<file path="src/rtl/hazard_scoreboard.sv">
// Register hazard scoreboard for in-order issue: tracks pending writes
// with fixed-latency countdown or variable-latency writeback completion.
module hazard_scoreboard #(
    parameter int NREG = 32,
    parameter int REGW = 5,
    parameter int LATW = 3
) (
    input  logic            clk,
    input  logic            rst_n,
    input  logic            issue_valid,
    input  logic [REGW-1:0] rs1,
    input  logic [REGW-1:0] rs2,
    input  logic            rs1_used,
    input  logic            rs2_used,
    input  logic [REGW-1:0] rd,
    input  logic            rd_we,
    input  logic [LATW-1:0] lat,
    input  logic            flush,
    input  logic            wb_valid,
    input  logic [REGW-1:0] wb_rd,
    output logic            stall,
    output logic            issue_ack,
    output logic [NREG-1:0] busy_vec,
    output logic [REGW:0]   inflight
);

    localparam int NPAD = 1 << REGW;

    logic [NREG-1:0] busy;
    logic [NREG-1:0] busyNxt;
    logic [NREG-1:0] varFlag;
    logic [NREG-1:0] varNxt;
    logic [LATW-1:0] cnt    [NREG];
    logic [LATW-1:0] cntNxt [NREG];
    logic [NPAD-1:0] busyPad;
    logic [NPAD-1:0] varPad;
    logic [LATW-1:0] cntRd;
    logic            rawHit;
    logic            wawHit;
    logic            alloc;
    logic [REGW:0]   popNxt;

    always_comb begin
        busyPad = '0;
        varPad  = '0;
        busyPad[NREG-1:0] = busy;
        varPad[NREG-1:0]  = varFlag;
        cntRd = '0;
        for (int r = 0; r < NREG; r++) begin
            if (rd == REGW'(r)) cntRd = cnt[r];
        end
        rawHit = (rs1_used && rs1 != '0 && busyPad[rs1])
              || (rs2_used && rs2 != '0 && busyPad[rs2]);
        // A younger write must not finish before an older one to rd
        wawHit = rd_we && rd != '0 && busyPad[rd]
              && (varPad[rd] || cntRd > lat || lat == '0);
        stall     = issue_valid && !flush && (rawHit || wawHit);
        issue_ack = issue_valid && !flush && !stall;
        alloc     = issue_ack && rd_we && rd != '0;
    end

    always_comb begin
        popNxt = '0;
        for (int r = 0; r < NREG; r++) begin
            busyNxt[r] = busy[r];
            varNxt[r]  = varFlag[r];
            cntNxt[r]  = cnt[r];
            if (busy[r] && !varFlag[r]) begin
                cntNxt[r] = cnt[r] - LATW'(1);
                // Result becomes forwardable once the count steps down to 1
                if ({1'b0, cnt[r]} <= (LATW+1)'(2)) busyNxt[r] = 1'b0;
            end
            if (wb_valid && wb_rd == REGW'(r) && varFlag[r]) begin
                busyNxt[r] = 1'b0;
                varNxt[r]  = 1'b0;
            end
            if (alloc && rd == REGW'(r)) begin
                busyNxt[r] = 1'b1;
                varNxt[r]  = (lat == '0);
                cntNxt[r]  = lat;
            end
        end
        busyNxt[0] = 1'b0;
        varNxt[0]  = 1'b0;
        cntNxt[0]  = '0;
        for (int r = 0; r < NREG; r++) begin
            popNxt = popNxt + (REGW+1)'(busyNxt[r]);
        end
    end

    always_ff @(posedge clk or negedge rst_n) begin
        if (!rst_n) begin
            busy     <= '0;
            varFlag  <= '0;
            inflight <= '0;
            for (int r = 0; r < NREG; r++) cnt[r] <= '0;
        end else begin
            busy     <= busyNxt;
            varFlag  <= varNxt;
            inflight <= popNxt;
            for (int r = 0; r < NREG; r++) cnt[r] <= cntNxt[r];
        end
    end

    assign busy_vec = busy;

endmodule

</file>
<file path="config.mk">
export PLATFORM = sky130hd
export DESIGN_NAME = hazard_scoreboard
export DESIGN_NICKNAME = d
export VERILOG_FILES = /design/src/rtl/hazard_scoreboard.sv
export SDC_FILE = /design/constraint.sdc
export NUM_CORES = 1
export LEC_CHECK = 0
export ABC_CLOCK_PERIOD_IN_PS = 10450
export BUFFER_PORTS_ARGS = -buffer_cell sky130_fd_sc_hd__buf_2
export CAP_MARGIN = 20
export CELL_PAD_IN_SITES_DETAIL_PLACEMENT = 0
export CELL_PAD_IN_SITES_GLOBAL_PLACEMENT = 1
export CORE_AREA = 4 4 164 166
export DETAILED_ROUTE_END_ITERATION = 10
export DIE_AREA = 0 0 168 170
export HOLD_SLACK_MARGIN = 0.08
export PLACE_DENSITY = 0.84
export SYNTH_ARGS = -nofsm -noshare
export SYNTH_HDL_FRONTEND = slang
export SYNTH_SLANG_ARGS = --single-unit
</file>
<file path="constraint.sdc">
create_clock -name clk -period 10.45 [get_ports clk]
set_input_delay 1.045 -clock clk [delete_from_list [all_inputs] [get_ports clk]]
set_output_delay 1.045 -clock clk [all_outputs]
set_load 0.1 [all_outputs]
</file>
==> metrics.md <==
| Metric | Value |
|---|---|
| All-layer global routing usage | 27.3% |
| Routed WL | 38800 um |
| CTS Buffer Depth | 2 |
| Status | finished clean |
| Cell Rows | 59 |
| Share of layout cells above drive strength 1 | approximately 15% |
| IO Count | 71 |
| GP Congestion | 0.993 |
| Syn Area/Cell | 9.62 um2 |
| Maxcap violations | 0 |
| Syn Inst Count | roughly 1300 |
| H-Tree Level Count | 4 |
| Multiplexer area fraction after synthesis | 19.1% |
| Req. time, crit path | between 10000 and 15000 ps |
| Number of synthesis warnings | 0 |
| Hpwl dp | around 29000 um |
| Ranking of synthesized cells by area | dfrtp_1 (33%), mux2i_1 (9.2%), ha_1 (7.3%) |
| Post-Synth XOR/XNOR Area | 4.63% |
| Worst hold margin | 607 ps |
| Global-route wire length before repair | 59800 um |
| Dominant synthesized flop cell | dfrtp_1 |
| Worst-path clk slew | about 70 ps |
| GRT overflow | 0 |
| WL/cell | between 20 and 25 um |
| Clk_lat worst skew | 430 ps |
| TritonCTS clock tree | done |
| Power after layout | about 0.0028 W |
| Achievable Freq | 106 MHz |
| Post-Syn Area | 12300 um2 |
| Die area | 28600 um2 |
| # resized after CTS | 0 |
| PD cells | 206 nW/um2 |
| Maximum vdd drop | 0.160 mV |
| RSZ-0062 raised after global routing | false |
| Num Clock Sinks | 161 |
| Largest net degree at the start of global routing | 94 |
| Placed cell count | roughly 1600 |
| Setup_tns | 0 ps |
| Drt initial violations | ~1100 |
| Cts bufs inserted | 17 |
| Final worst-path cycle share | 90.3% |
| Initial core utilization | about half |
| Post-Synth Adder-Cell Area | 11.1% |
| Crit path capture type | flop |
| Vias per cell | 6.01 |
| Diodes inserted | 0 |
| Vias in the first global route | slightly below 10000 |
| Slowest CP cell | nor3_1 |
| Pins Over Slew Limit | 0 |
| Slowest Stage Delay on Critical Path | between 700 and 800 ps |
| DR pass1 iterations | 5 |
| Final hold violation count | 0 |
| Compound-cell area share of the yosys netlist | about a tenth |
| Input/output buffers | 69 |
| Worst EP arrival | roughly 9800 ps |
| Post-Layout Cell Count | 1658 |
| Cell mode on critical path | fa_1 |
| Period minus WS final | 9440 ps |
| Fin nets | 1437 |
| EDFF count, synth | 0 |
| Critical Path Fanout Max | 32 |
| Simple-Gate Fraction of Synth Area | 16.5% |
| Largest family of logic cells by synthesized area | multiplexers |
| Vias | 9964 |
| Slew headroom | 38.9% |
| Initial antenna violation count | 0 |
| CP Launch Type | primary input |
| Seq/Total Area, Yosys | approximately a third |
| Clock skew | between 10 and 15 ps |
| Post-CTS Setup Inserts | 0 |
| Crit Path Class | in2reg |
| HP Class | reg2reg |
| Final Util | a little over half |
| Die Span X | about 170 um |
| Cell taking the most area after synthesis | dfrtp_1 |
| Final ANT Viol Nets | 0 |
| Core area | 25600 um2 |
| Asr flop ratio synth | 100% |
| Synth Net Count | 1405 |
| Share of the synthesized area in the top cell type | 32.8% |
| Root Driver | clkbuf_16 |
| Worst Max-Slew Pin Slew | between 900 and 1000 ps |
| Synth Register Bits | 161 |
| DRC | 0 |
| Count of different cell masters after synthesis | 73 |
| Layout area overhead | 9.51% |
| Die span in y | ~170 um |
| Hold-fix buffers at CTS | 0 |
| Final Setup Violations | 0 |
| Pleak | 6.52 nW |
==> sequential cells by signal, indices dropped and copies added (netlist names) <==
signal    count
cnt          93
busy_vec     31
varFlag      31
inflight      6
==> cell usage in the layout, fill, tap and decap left out, types with 7 or more instances in the layout <==
cell type / count
o21ai_0: 55
mux4_2: 30
buf_4: 14
nand3_2: 7
mux2i_1: 113
ha_1: 72
inv_1: 104
nand3_1: 10
buf_2: 68
mux2_2: 26
nor3_1: 29
mux2_4: 8
nor2_1: 107
nand3b_1: 33
dfrtp_1: 161
and2_1: 12
a21o_1: 18
xnor2_1: 33
nand2b_1: 38
and3_1: 10
fa_1: 23
clkbuf_16: 17
a21oi_1: 62
o22ai_1: 7
nand2_1: 120
xor2_1: 32
==> metal layers <==
layer	global-route usage [%]	share of wire (%)
met5	0	0
met4	5.26	1.7
met3	5.90	8.1
met2	42.3	45
met1	40.0	45
==> final cells by class <==
type / count / area, um2
Fill cell: 2297 / 12100
Sequential cell: 161 / 4030
Inverter: 104 / 390
Timing Repair Buffer: 85 / 497
Tap cell: 335 / 419
Clock inverter: 8 / 128
Clock buffer: 23 / 468
Multi-Input combinational cell: 942 / 7540
==> cells by family after synthesis <==
kind of cell,after synthesis
flip-flops,161
AO/OA/AOI/OAI,198
other,1
XOR/XNOR,65
AND/OR/NAND/NOR,400
buffers and inverters,176
multiplexers,183
adder cells (fa/ha/maj),95
==> report_power, final <==
part | internal [W] | leakage [nW] | switching, W | total, W
Clock | 0.000389 | 0.284 | 0.000271 | 0.000660
Combinational | 0.000441 | 4.22 | 0.000589 | 0.00103
Sequential | 0.000815 | 2.01 | 0.000270 | 0.00109
==> final timing paths <==
path	startpoint	end	slack (ps)	cells past startpoint
max reg2reg	cnt[43]	inflight[4]	1920	30
min in group asynchronous	rst_n	cnt[35]	670	1
max in group asynchronous	rst_n	cnt[77]	8360	2
max	rd[2]	inflight[4]	1010	31
min	cnt[67]	cnt[67]	610	2
min reg2reg	cnt[67]	cnt[67]	610	2
==> synth_stat cells, drive strengths merged, types with 18 or more instances <==
cell,count
dfrtp,161
nand2,120
mux2i,113
nor2,108
inv,104
ha,72
a21oi,62
o21ai,55
clkbuf,39
nand2b,38
mux2,36
mux4,34
buf,33
nand3b,33
xnor2,33
xor2,32
nor3,29
fa,23
a21o,18
nand3,18
==> stage by stage <==
step           instance area, um2  setup slack, ps
2_1_floorplan               12300              988
3_3_place_gp                12900              944
3_5_place_dp                12900              702
4_1_cts                     13500             1170
5_1_grt                     13500              586
6_report                    13500             1010
==> critical path: cells and delay by family <==
| family | cells | cell delay, ps |
|---|---|---|
| AOI/OAI and AO/OA | 9 | 1810 |
| xor gates and xnor gates | 1 | 130 |
| adders and majority gates | 9 | 3980 |
| buffers and inverters | 8 | 1300 |
| and+or+nand+nor | 4 | 1520 |
Note: power is estimated with default switching activity, not from simulation.
